<file path="config.mk">
export PLATFORM = sky130hd
export DESIGN_NAME = seg7_pattern_rx_flat
export DESIGN_NICKNAME = d
export VERILOG_FILES = /design/src/rtl/seg7_pkg.sv /design/src/rtl/seg7_pattern_rx_if.sv /design/src/rtl/seg7_glyph_lookup.sv /design/src/rtl/seg7_pattern_rx.sv /design/src/flat_wrapper.sv
export SDC_FILE = /design/constraint.sdc
export NUM_CORES = 1
export LEC_CHECK = 0
export ABC_CLOCK_PERIOD_IN_PS = 4500
export CAP_MARGIN = 15
export CORE_MARGIN = 2
export CORE_UTILIZATION = 63
export CTS_BUF_LIST = sky130_fd_sc_hd__clkbuf_8
export DETAILED_ROUTE_END_ITERATION = 7
export PLACE_DENSITY = 0.93
export RECOVER_POWER = 25
export SETUP_SLACK_MARGIN = 0.4
export SLEW_MARGIN = 5
export SYNTH_ARGS = -nofsm -noshare
export SYNTH_HDL_FRONTEND = slang
export SYNTH_SLANG_ARGS = --single-unit
</file>
<file path="constraint.sdc">
create_clock -name CLOCK_50 -period 4.5 [get_ports CLOCK_50]
set_clock_uncertainty 0.1 [all_clocks]
set_input_delay 1.35 -clock CLOCK_50 [delete_from_list [all_inputs] [get_ports CLOCK_50]]
set_output_delay 1.35 -clock CLOCK_50 [all_outputs]
set_load 0.1 [all_outputs]
</file>
<file path="src/rtl/seg7_pkg.sv">
// rtl/seg7_pkg.sv - shared glyph encodings, FSM states and lookup result type for the 7-segment receiver
package seg7_pkg;

  // Active-low segment patterns, bit6=g ... bit0=a
  localparam logic [6:0] SEG_0     = 7'b1000000;
  localparam logic [6:0] SEG_1     = 7'b1111001;
  localparam logic [6:0] SEG_2     = 7'b0100100;
  localparam logic [6:0] SEG_3     = 7'b0110000;
  localparam logic [6:0] SEG_4     = 7'b0011001;
  localparam logic [6:0] SEG_5     = 7'b0010010;
  localparam logic [6:0] SEG_6     = 7'b0000010;
  localparam logic [6:0] SEG_7     = 7'b1111000;
  localparam logic [6:0] SEG_8     = 7'b0000000;
  localparam logic [6:0] SEG_9     = 7'b0010000;
  localparam logic [6:0] SEG_A     = 7'b0001000;
  localparam logic [6:0] SEG_B     = 7'b0000011;
  localparam logic [6:0] SEG_C     = 7'b0100111;
  localparam logic [6:0] SEG_D     = 7'b0100001;
  localparam logic [6:0] SEG_E     = 7'b0000110;
  localparam logic [6:0] SEG_F     = 7'b0001110;
  localparam logic [6:0] SEG_BLANK = 7'b1111111;
  localparam logic [6:0] SEG_7_ALT = 7'b1011000;
  localparam logic [6:0] SEG_9_ALT = 7'b0011000;

  localparam logic [0:0] ST_WAIT = 1'b0;
  localparam logic [0:0] ST_HOLD = 1'b1;

  // legal marks a digit glyph; blank is reported separately and is not legal
  typedef struct packed {
    logic       legal;
    logic       blank;
    logic [3:0] digit;
  } glyph_t;

endpackage

</file>
<file path="src/rtl/seg7_pattern_rx_if.sv">
// rtl/seg7_pattern_rx_if.sv - decoded digit valid/ready handshake between receiver and consumer
interface seg7_pattern_rx_if;
  logic [3:0] hex_out;
  logic       hex_valid;
  logic       out_ready;

  modport master (output hex_out, output hex_valid, input out_ready);
  modport slave  (input hex_out, input hex_valid, output out_ready);
endinterface

</file>
<file path="src/rtl/seg7_glyph_lookup.sv">
// rtl/seg7_glyph_lookup.sv - combinational segment pattern to digit decode; SEG7_ALT_GLYPH_EN adds alternate 7/9 glyphs
module seg7_glyph_lookup
  import seg7_pkg::*;
(
  input  logic [6:0] pattern,
  output glyph_t     glyph
);

`ifdef SEG7_ALT_GLYPH_EN
  localparam bit ALT_EN = 1'b1;
`else
  localparam bit ALT_EN = 1'b0;
`endif

  always_comb begin
    glyph.legal = 1'b1;
    glyph.blank = 1'b0;
    glyph.digit = 4'h0;
    case (pattern)
      SEG_0: glyph.digit = 4'h0;
      SEG_1: glyph.digit = 4'h1;
      SEG_2: glyph.digit = 4'h2;
      SEG_3: glyph.digit = 4'h3;
      SEG_4: glyph.digit = 4'h4;
      SEG_5: glyph.digit = 4'h5;
      SEG_6: glyph.digit = 4'h6;
      SEG_7: glyph.digit = 4'h7;
      SEG_8: glyph.digit = 4'h8;
      SEG_9: glyph.digit = 4'h9;
      SEG_A: glyph.digit = 4'hA;
      SEG_B: glyph.digit = 4'hB;
      SEG_C: glyph.digit = 4'hC;
      SEG_D: glyph.digit = 4'hD;
      SEG_E: glyph.digit = 4'hE;
      SEG_F: glyph.digit = 4'hF;
      SEG_7_ALT: begin
        glyph.legal = ALT_EN;
        glyph.digit = 4'h7;
      end
      SEG_9_ALT: begin
        glyph.legal = ALT_EN;
        glyph.digit = 4'h9;
      end
      SEG_BLANK: begin
        glyph.legal = 1'b0;
        glyph.blank = 1'b1;
      end
      default: glyph.legal = 1'b0;
    endcase
  end

endmodule

</file>
<file path="src/rtl/seg7_pattern_rx.sv">
// rtl/seg7_pattern_rx.sv - 7-segment bus receiver: sync, stability filter, digit emit, illegal-glyph counter (SEG7_ALT_GLYPH_EN)
module seg7_pattern_rx
  import seg7_pkg::*;
#(
  parameter int STABLE_CYCLES = 4,
  parameter int ERR_W         = 8
) (
  input  logic               CLOCK_50,
  input  logic               resetn,
  input  logic [6:0]         seg_in,
  seg7_pattern_rx_if.master  hex_if,
  output logic               bad_pattern,
  output logic [ERR_W-1:0]   err_count
);

  localparam logic [7:0] STABLE_MAX = 8'(STABLE_CYCLES);

  logic [6:0] sync1, s, last;
  logic [7:0] cnt;
  logic [0:0] state;
  logic [3:0] hex_q;
  logic       valid_q;
  glyph_t     glyph;

  seg7_glyph_lookup u_lookup (
    .pattern (s),
    .glyph   (glyph)
  );

  assign hex_if.hex_out   = hex_q;
  assign hex_if.hex_valid = valid_q;

  // cnt compares the incoming sample against s, so it clears on the same edge s changes
  always_ff @(posedge CLOCK_50 or negedge resetn) begin
    if (!resetn) begin
      sync1       <= SEG_BLANK;
      s           <= SEG_BLANK;
      last        <= SEG_BLANK;
      cnt         <= 8'd0;
      state       <= ST_WAIT;
      hex_q       <= 4'h0;
      valid_q     <= 1'b0;
      bad_pattern <= 1'b0;
      err_count   <= '0;
    end else begin
      sync1       <= seg_in;
      s           <= sync1;
      bad_pattern <= 1'b0;

      if (sync1 != s) begin
        cnt <= 8'd0;
      end else if (cnt != STABLE_MAX) begin
        cnt <= cnt + 8'd1;
      end

      if (state == ST_WAIT) begin
        if (cnt == STABLE_MAX && s != last) begin
          last <= s;
          if (glyph.legal) begin
            hex_q   <= glyph.digit;
            valid_q <= 1'b1;
            state   <= ST_HOLD;
          end else if (!glyph.blank) begin
            bad_pattern <= 1'b1;
            if (err_count != '1) begin
              err_count <= err_count + 1'b1;
            end
          end
        end
      end else begin
        if (valid_q && hex_if.out_ready) begin
          valid_q <= 1'b0;
          state   <= ST_WAIT;
        end
      end
    end
  end

endmodule

</file>
<file path="src/flat_wrapper.sv">
// flat-port wrapper written by rule: the top's interface ports become plain ports
module seg7_pattern_rx_flat import seg7_pkg::*;
#(
  parameter int STABLE_CYCLES = 4,
  parameter int ERR_W         = 8
)
  (CLOCK_50, resetn, seg_in, bad_pattern, err_count, hex_if_hex_out, hex_if_hex_valid, hex_if_out_ready);
  seg7_pattern_rx_if hex_if_i ();
  input  logic CLOCK_50;
  input  logic resetn;
  input  logic [6:0] seg_in;
  output logic bad_pattern;
  output logic [ERR_W-1:0] err_count;
  output wire logic [$bits(hex_if_i.hex_out)-1:0] hex_if_hex_out;
  output wire logic [$bits(hex_if_i.hex_valid)-1:0] hex_if_hex_valid;
  input wire logic [$bits(hex_if_i.out_ready)-1:0] hex_if_out_ready;
  assign hex_if_hex_out = hex_if_i.hex_out;
  assign hex_if_hex_valid = hex_if_i.hex_valid;
  assign hex_if_i.out_ready = hex_if_out_ready;
  seg7_pattern_rx #(.STABLE_CYCLES(STABLE_CYCLES), .ERR_W(ERR_W)) u_core (.CLOCK_50(CLOCK_50), .resetn(resetn), .seg_in(seg_in), .hex_if(hex_if_i), .bad_pattern(bad_pattern), .err_count(err_count));
endmodule
</file>
* After elaboration in Yosys (flattened, before gate mapping)
Index checks and enable logic that the tools add are counted.
** Word-level totals
- Flip-flop bits (word level) :: 44
- Input bits :: 10
** Operators by class
- Add/subtract/negate cells :: 2
- Multiplexer cells :: 17
- Bitwise logic cells :: 3
- Reduce and logical (&&, ||, !) cells :: 13
- Equal/unequal tests :: 24
** Operators by type and width (number)
- one-hot mux 4 bit (15 select lines) :: 1
- == test 7 bit, second input constant :: 5
- == test 7 x 5 -> 1 bit, second input constant :: 4
- == test 7 x 6 -> 1 bit, second input constant :: 4
- adder 8 x 1 -> 8 bit, second input constant :: 2
- two-way mux 8 bit :: 2
- OR reduction 16 bit :: 1
- == test 7 x 2 -> 1 bit, second input constant :: 2
- == test 7 x 4 -> 1 bit, second input constant :: 2
- two-way mux 1 bit :: 14
- != test 7 bit :: 2
- == test 8 x 3 -> 1 bit, second input constant :: 1
- != test 8 x 3 -> 1 bit, second input constant :: 1
- != test 8 bit, second input constant :: 1
- == test 7 x 3 -> 1 bit, second input constant :: 1
- logical NOT 7 bit :: 1
- AND reduction 3 bit :: 2
- nonzero test 2 bit :: 3
- AND reduction 5 bit :: 1
- OR reduction 2 bit :: 2
- inverter 1 bit :: 3
- logical AND 1 bit :: 2
- != test 2 bit, second input constant :: 1
- AND reduction 2 bit :: 1

* Depth between registers and ports, before layout
Gate-level depths: netlist of run 1.
- Depth in word-level cells :: 6
- Gate-level depth with buffers :: 9
- Gate-level depth less buffers :: 7

* Cells and area by module
A second synthesis of run 1 with hierarchy kept.
** Second synthesis, totals
- Cells, all modules :: 206
- Area, all modules :: 2379.8 µm²
** Modules (own cells, without submodules)
- seg7_pattern_rx :: sequential area each 1127.3 µm², cells an instance 144, times used 1, area an instance 1944.4 µm²
- seg7_glyph_lookup :: sequential area each 0.0 µm², cells an instance 62, times used 1, area an instance 435.4 µm²

* Worst setup path after synthesis of run 1
Ideal clock, no wire load.
- Path kind :: register -> register
- Start point :: register u_core.s[1]
- End point :: register u_core.err_count[1]
- Period minus slack after synthesis :: 2.549 ns
- Library setup time :: 0.126 ns
- Setup slack :: 1.951 ns
- Cell stages (with the launch flop) :: 8
- Data arrival time :: 2.324 ns
- Cells stage by stage :: dfstp_2 > buf_6 > and3b_1 > o2111ai_2 > nand3_2 > or3_1 > or4_4 > mux2_4
** Between the ends
- Longest elaborated chain between the ends :: 5
- Elaborated cells between the ends (all ways) :: 25
- Those cells by class :: eq/ne: 17; mux: 2; bitwise: 2; reduce/logical: 4
** Ends and longest elaborated chain
- start, declared :: RTL line seg7_pattern_rx.sv:18 : logic [6:0] sync1, s, last;
- start signal, assigned :: RTL line seg7_pattern_rx.sv:47 : s <= sync1;
- == test 7 x 4 -> 1 bit (tied with other cells) :: RTL line seg7_glyph_lookup.sv:19 : case (pattern)
- OR reduction 16 bit (no source line)
- two-way mux 1 bit :: RTL line seg7_glyph_lookup.sv:19
- inverter 1 bit (no source line)
- AND reduction 5 bit (no source line) *
- end signal, assigned :: RTL line seg7_pattern_rx.sv:66 : err_count <= err_count + 1'b1;
- end, declared :: RTL line seg7_pattern_rx.sv:13 : output logic [ERR_W-1:0] err_count
Mark *: on every way between the ends. The rest lies on a longest branch, timed or not.
A chain may end at the register's enable or synchronous reset.

* Worst setup path in the final report of run 1
- Start point :: register u_core.err_count[2]
- End point :: output err_count[2]
** RTL lines
- end, declared :: RTL line flat_wrapper.sv:13 : output logic [ERR_W-1:0] err_count;
No word-level cell between the ends.

==> reports/metrics.csv, run 1 <==
stage;metric;value;unit
status;status;finished with violations;
status;failing checks;capacitance limit, slew limit;
floorplan;Initial Utilization;67.2;%
floorplan;io pins;24;
cts;clk_lat worst skew;0.30;ns
routing;Iter 0 DRT Violations;98;
cts;# H-tree levels;2;
global_routing;first-pass GRT wire length;7080;um
cts;TritonCTS clock tree;yes;
worst_setup_path;Critical Path Start;u_core.err_count[2]$_DFFE_PN0P_;
routing;drc violations;0;
cells_and_area;diodes inserted;0;
worst_setup_path;Setup crit end;err_count[2];
routing;number of vias per cell;5.84;
worst_setup_path;Buf/Inv on CP;1;
logic_synthesis;Post-Syn Nets;229;
logic_synthesis;ys async rst share;100;%
worst_setup_path;kind of end point of the critical path;primary output;
place;dpl hpwl;2780;um
sta;hold slack;0.282;ns
routing;post-route ant nets;0;
cells_and_area;multi-input logic area;1060;um2
floorplan;die area;4140;um2
cts;clk buf depth;2;
worst_setup_path;critical path depth;1;
floorplan;core area;3420;um2
logic_synthesis;Synth Instances;216;
worst_setup_path;critical path's largest stage delay;1.17;ns
worst_setup_path;worst path required time;3.05;ns
job;max-cap violation count;1;
place;RD Place Congestion;0.853;
worst_setup_path;worst setup path class;reg2out;
floorplan;die width;64.4;um
global_routing;largest net degree at the start of global routing;45;
logic_synthesis;Synth area leaders;dfrtp_1, dfstp_2, xor2_1;
logic_synthesis;multiplexer area fraction after synthesis;6.43;%
cts;clk sink count;44;
logic_synthesis;Warnings, synthesis;0;
cells_and_area;Register Area;1130;um2
min_path;hold path depth;0;
global_routing;number of global-route vias before repair;1504;
cts;Post-CTS Setup Bufs;0;
cts;total CTS buffers;5;
logic_synthesis;Synth Area in Compound Gates;8.72;%
sta;Slew HR;-46.5;%
logic_synthesis;EDFF count, synth;0;
power;LEAKAGE;0.00108;uW
sta;fin. max-slew vios;45;
routing;DR pass1 iterations;4;
power;worst vdd ir;0.202;mV
place;Port Buffer Count;23;
worst_setup_path;RR Endpoint;u_core.err_count[1]$_DFFE_PN0P_;
cts;Resize count post-CTS;0;
logic_synthesis;Simple-Gate Fraction of Synth Area;20.3;%
power;Power Density;301;nW/um2
worst_setup_path;largest delay contributor family on the critical path;buffers and inverters;
sta;fmax;297;MHz
logic_synthesis;Seq cells post-synth;44;
worst_setup_path;WP data arrival;1.91;ns
cts;root buf cell;clkbuf_8;
logic_synthesis;Top FF cell, synth;dfrtp_1;
worst_setup_path;crit-path max FO;7;
worst_setup_path;Worst R2R Start;u_core.s[3]$_DFF_PN1_;
cts;hold bufs inserted after CTS;0;
routing;vias;1628;
floorplan;Die Y;64.4;um
logic_synthesis;sequential share of the synthesized area;49.1;%
logic_synthesis;Mapped Area;2290;um2
floorplan;Rows;21;
cells_and_area;Final Util;76.6;%
routing;WL final;4080;um
cells_and_area;Area Overhead vs Synth;14.0;%
logic_synthesis;Distinct cells, synth;52;
cells_and_area;Fill cells;215;
logic_synthesis;most area-hungry cell type in the Yosys netlist;dfrtp_1;
worst_setup_path;critical-path cell list;clkdlybuf4s50_1;
sta;unrepaired setup endpoints after global routing;false;
cells_and_area;share of cells above drive strength 1;16.7;%
worst_setup_path;CP startpoint kind;register;
worst_setup_path;reg2reg path depth;6;
logic_synthesis;Post-Synth Adder-Cell Area;1.64;%
logic_synthesis;Synth top area share;25.1;%
cts;Worst-path clk slew;0.08;ns
sta;Final TNS setup;0;ns
sta;count of final hold-check violations;0;
global_routing;initial antenna violation count;0;
sta;min Tclk post-route;3.36;ns
logic_synthesis;Post-Synth XOR/XNOR Area;9.16;%
logic_synthesis;main combinational cell family by area after synthesis;simple AND/OR/NAND/NOR gates;
global_routing;gr ovfl total;0;
routing;routed length per placed instance;14.6;um
worst_setup_path;Crit-path slowest cell;clkdlybuf4s50_1;
sta;worst-margin pin slew;2.20;ns
logic_synthesis;mean area per synthesized cell;10.6;um2
min_path;worst hold path class;reg2reg;
worst_setup_path;FF-to-FF setup slack;1.70;ns
sta;final setup vio count;0;
cells_and_area;nets;245;
global_routing;gr usage total;22.5;%
sta;final period utilization;74.7;%
power by group:
group          total, uW  switching [uW]  internal (uW)
clock                313             132            181
sequential           427            19.3            407
combinational       48.5            27.3           21.2
flip-flops by register name (all words and copies together), names as in the netlist:
name and count:
u_core.bad_pattern 1, u_core.cnt 8, u_core.err_count 8, u_core.hex_if.hex_out 4, u_core.hex_if.hex_valid 1, u_core.last 7, u_core.s 7, u_core.state 1
u_core.sync1 7
cells by family after synthesis:
kind of cell | count (synthesis)
mux | 13
xor+xnor | 24
buf+inv | 20
compound gates | 30
fa+ha+maj | 3
flops | 44
simple gates | 82
cells in the mapped netlist (5+ instances only):
master    count
clkbuf_1      5
inv_1         6
mux2_2       10
nand4_1       5
nand2_1      15
nor2_1       22
dfrtp_1      23
a21oi_1       7
xnor2_1      10
a31oi_1       5
xor2_1       14
dfstp_2      21
o21ai_0       6
nand3_1      11
metrics by stage:
| step | cells | area [um2] | power [uW] | setup WS [ns] |
|---|---|---|---|---|
| final | 279 | 2620 | 788 | 1.14 |
| after global routing | 279 | 2620 | 820 | 0.884 |
| after CTS | 279 | 2620 | 798 | 1.13 |
| after detailed placement | 271 | 2490 | 484 | 1.47 |
| after global placement | 271 | 2490 | 483 | 1.47 |
| after floorplan | 216 | 2290 | 465 | 1.95 |
metal layers:
layer	vias up	GRT usage [%]	part of all wire, %
met5	-	0	0
met4	0	7.71	1.6
met3	7	7.22	5.5
met2	46	35.0	48
met1	780	30.0	45
li1	795	-	-
layout make-up:
type / instances / share of cell area [%]
clock buffers: 6 / 3.16
clock inverters: 2 / 1.48
inverters: 6 / 0.861
multi-input cells: 152 / 40.6
flip-flops and latches: 44 / 43.1
well taps: 46 / 2.20
repair buffers: 23 / 8.56
how the worst min path moves through the flow:
stage	from	endpoint	slack [ns]
floorplan	u_core.sync1[0]$_DFF_PN1_	u_core.s[0]$_DFF_PN1_	0.26
global route	u_core.sync1[3]$_DFF_PN1_	u_core.s[3]$_DFF_PN1_	0.29
global placement	u_core.sync1[0]$_DFF_PN1_	u_core.s[0]$_DFF_PN1_	0.26
finish	u_core.sync1[6]$_DFF_PN1_	u_core.s[6]$_DFF_PN1_	0.28
CTS	u_core.sync1[6]$_DFF_PN1_	u_core.s[6]$_DFF_PN1_	0.28
detailed placement	u_core.sync1[6]$_DFF_PN1_	u_core.s[6]$_DFF_PN1_	0.26
cell usage in the layout, fill, tap and decap left out, types with 2 or more instances in the layout:
cell type        netlist  final
dfstp_1                0      7
inv_1                  6      6
and3_1                 4      4
nor2_1                22     22
xor2_1                14     14
a21oi_1                7      7
clkbuf_8               0      6
dfstp_2               21     14
nor4_1                 2      2
nor4bb_1               2      2
mux2i_1                2      2
and3b_1                2      2
clkdlybuf4s50_1        0     15
nand4_1                5      5
or3_1                  2      2
dfrtp_1               23     23
a31oi_1                5      5
dlygate4sd3_1          0      7
o21ai_0                6      6
xnor2_1               10     10
nor3_1                 4      4
ha_1                   3      3
mux2_2                10     10
nand3_1               11     11
nand2_1               15     15
No activity file was read; power rests on OpenSTA's default activity.
==> run 2: changes to the inputs <==
--- a/config.mk
+++ b/config.mk
@@ -5,13 +5,13 @@
 export SDC_FILE = /design/constraint.sdc
 export NUM_CORES = 1
 export LEC_CHECK = 0
-export ABC_CLOCK_PERIOD_IN_PS = 4500
+export ABC_CLOCK_PERIOD_IN_PS = 3100
 export CAP_MARGIN = 15
 export CORE_MARGIN = 2
-export CORE_UTILIZATION = 63
+export CORE_UTILIZATION = 58
 export CTS_BUF_LIST = sky130_fd_sc_hd__clkbuf_8
 export DETAILED_ROUTE_END_ITERATION = 7
-export PLACE_DENSITY = 0.93
+export PLACE_DENSITY = 0.87
 export RECOVER_POWER = 25
 export SETUP_SLACK_MARGIN = 0.4
 export SLEW_MARGIN = 5
==> constraint.sdc (replaced) <==
create_clock -name CLOCK_50 -period 3.1 [get_ports CLOCK_50]
set_clock_uncertainty 0.1 [all_clocks]
set_input_delay 0.93 -clock CLOCK_50 [delete_from_list [all_inputs] [get_ports CLOCK_50]]
set_output_delay 0.93 -clock CLOCK_50 [all_outputs]
set_load 0.1 [all_outputs]
==> reports/metrics.csv, run 2 (synthesis gave the netlist of run 1 again) <==
stage;metric;value;unit;change
sta;fmax;386;MHz;
global_routing;number of global-route vias before repair;1578;;+4.9%
worst_setup_path;RR Endpoint;u_core.err_count[1]$_DFFE_PN0P_;;
cells_and_area;commonest cells after routing, fill and taps aside;buf_4, dfrtp_1, nor2_1;;
worst_setup_path;FF-to-FF setup slack;0.51;ns;-1.19 ns
sta;worst-margin pin slew;1.04;ns;-1.16 ns
cts;total CTS buffers;5;;unchanged
worst_setup_path;reg2reg path depth;6;;unchanged
worst_setup_path;CP startpoint kind;register;;
routing;drc violations;0;;unchanged
power;worst vdd ir;0.341;mV;+68%
min_path;Hold EP;u_core.s[4]$_DFF_PN1_;;
routing;Highest Signal Layer;met4;;
sta;min Tclk post-route;2.59;ns;
worst_setup_path;crit-path max FO;16;;+9
routing;vias;1653;;+1.5%
routing;M1 WL;1920;um;+4.4%
global_routing;first-pass GRT wire length;7050;um;-0.40%
power;Power Density;384;nW/um2;+27%
routing;WL final;4250;um;+4.2%
routing;Iter 0 DRT Violations;81;;-17%
power;LEAKAGE;0.00116;uW;+7.3%
global_routing;largest net degree at the start of global routing;45;;unchanged
sta;fin. max-slew vios;0;;-100%
worst_setup_path;Buf/Inv on CP;0;;-1
min_path;worst hold path class;reg2reg;;
cells_and_area;Area Overhead vs Synth;16.6;%;
status;status;complete, no violations;;
routing;WL met2;2080;um;+6.7%
cells_and_area;Top Registers;u_core.cnt (8), u_core.err_count (8);;
routing;routed length per placed instance;14.6;um;about the same
sta;unrepaired setup endpoints after global routing;false;;
floorplan;die width;66.9;um;+4.0%
worst_setup_path;kind of end point of the critical path;register;;
cts;clk buf depth;2;;unchanged
cts;clk_lat worst skew;0.29;ns;about the same
min_path;hold path depth;0;;unchanged
cts;Worst-path clk slew;0.08;ns;about the same
cells_and_area;final non-filler cell total;291;;+4.3%
place;dpl hpwl;2710;um;-2.6%
worst_setup_path;worst setup path class;reg2reg;;
place;RD Place Congestion;0.874;;+2.5%
floorplan;die area;4480;um2;+8.1%
worst_setup_path;Worst R2R Start;u_core.s[4]$_DFF_PN1_;;
cells_and_area;diodes inserted;0;;unchanged
job;max-cap violation count;0;;-1
global_routing;initial antenna violation count;0;;unchanged
worst_setup_path;critical-path cell list;nor2_1 > a31oi_1 > a211oi_2 > or3_1 > or4_4 > mux2_4;;
sta;final period utilization;83.6;%;
place;placed cell count;273;;+0.74%
floorplan;Initial Utilization;61.3;%;-5.9 points
cts;root buf cell;clkbuf_8;;
cells_and_area;nets;255;;+4.1%
sta;Slew HR;30.8;%;+77 points
routing;Routed met3 length;197;um;-13%
cts;# H-tree levels;2;;unchanged
worst_setup_path;critical path's largest stage delay;0.72;ns;-0.45 ns
routing;number of vias per cell;5.68;;-2.7%
worst_setup_path;WP data arrival;2.67;ns;+0.76 ns
worst_setup_path;largest delay contributor family on the critical path;simple AND/OR/NAND/NOR gates;;
floorplan;Die Y;66.9;um;+4.0%
min_path;Hold Crit Start;u_core.sync1[4]$_DFF_PN1_;;
routing;DR pass1 iterations;4;;unchanged
worst_setup_path;Crit-path slowest cell;dfstp_4;;
sta;Final TNS setup;0;ns;unchanged
floorplan;Rows;22;;+4.8%
cells_and_area;Fill cells;270;;+26%
cells_and_area;commonest non-fill, non-tap cell in the layout;buf_4;;
place;Port Buffer Count;23;;unchanged
cts;clk sink count;44;;unchanged
worst_setup_path;worst path required time;3.18;ns;+0.13 ns
global_routing;gr usage total;21.0;%;-1.5 points
routing;post-route ant nets;0;;unchanged
sta;count of final hold-check violations;0;;unchanged
floorplan;io pins;24;;unchanged
sta;final setup vio count;0;;unchanged
floorplan;core area;3740;um2;+9.6%
global_routing;gr ovfl total;0;;unchanged
cts;TritonCTS clock tree;yes;;
cells_and_area;share of cells above drive strength 1;27.6;%;+11 points
sta;hold slack;0.283;ns;+0.00105 ns
[run 2: worst max path at each step]
| stage | from | endpoint | depth (start not counted) |
|---|---|---|---|
| after global routing | u_core.cnt[5]$_DFFE_PN0P_ | u_core.err_count[1]$_DFFE_PN0P_ | 5 |
| after floorplan | u_core.s[1]$_DFF_PN1_ | u_core.err_count[1]$_DFFE_PN0P_ | 7 |
| after CTS | u_core.s[0]$_DFF_PN1_ | u_core.err_count[1]$_DFFE_PN0P_ | 6 |
| final | u_core.s[4]$_DFF_PN1_ | u_core.err_count[1]$_DFFE_PN0P_ | 6 |
| after detailed placement | u_core.s[1]$_DFF_PN1_ | u_core.err_count[1]$_DFFE_PN0P_ | 6 |
| after global placement | u_core.s[3]$_DFF_PN1_ | u_core.err_count[1]$_DFFE_PN0P_ | 6 |
[run 2: layout make-up]
cell class,count,area (um2),area share (%)
Clock inverter,3,12.5,0.468
Inverter,6,22.5,0.842
Sequential cell,44,1150,42.8
Multi-Input combinational cell,152,1100,41.1
Clock buffer,5,68.8,2.57
Tap cell,48,60.1,2.24
Timing Repair Buffer,33,265,9.91
[run 2: routing by layer]
metal  GRT usage [%]  up-vias
met5               0        -
met2            33.8       41
met1            27.3      794
met4            8.67        0
met3            5.07        6
li1                -      812
[run 2: worst register-to-register path, stage by stage (launching register included)]
cell	delay [ns]
dfstp_4	0.72
nor2_1	0.12
a31oi_1	0.21
a211oi_2	0.12
or3_1	0.37
or4_4	0.54
mux2_4	0.31
[run 2: metrics by stage]
stage / setup WS, ns / power [uW] / cell area (um2) / utilization (%)
after floorplan: 0.551 / 675 / 2290 / -
after global placement: 0.398 / 702 / 2460 / 65.8
after detailed placement: 0.357 / 703 / 2460 / 65.8
after CTS: 0.463 / 1030 / 2580 / 69.1
after global routing: 0.402 / 1080 / 2680 / 71.5
final: 0.510 / 1030 / 2680 / 71.5
[run 2: power by group]
group	switching, uW	internal [uW]
logic	49.4	36.8
clock network	174	151
registers	23.3	593
[run 2: what timing repair did]
item,in CTS,in global routing
endpoints found under the hold margin,0,0
pin swaps,0,1
setup buffers,5,5
resized for setup,1,12
hold buffers,0,0
setup endpoints to repair,1,8
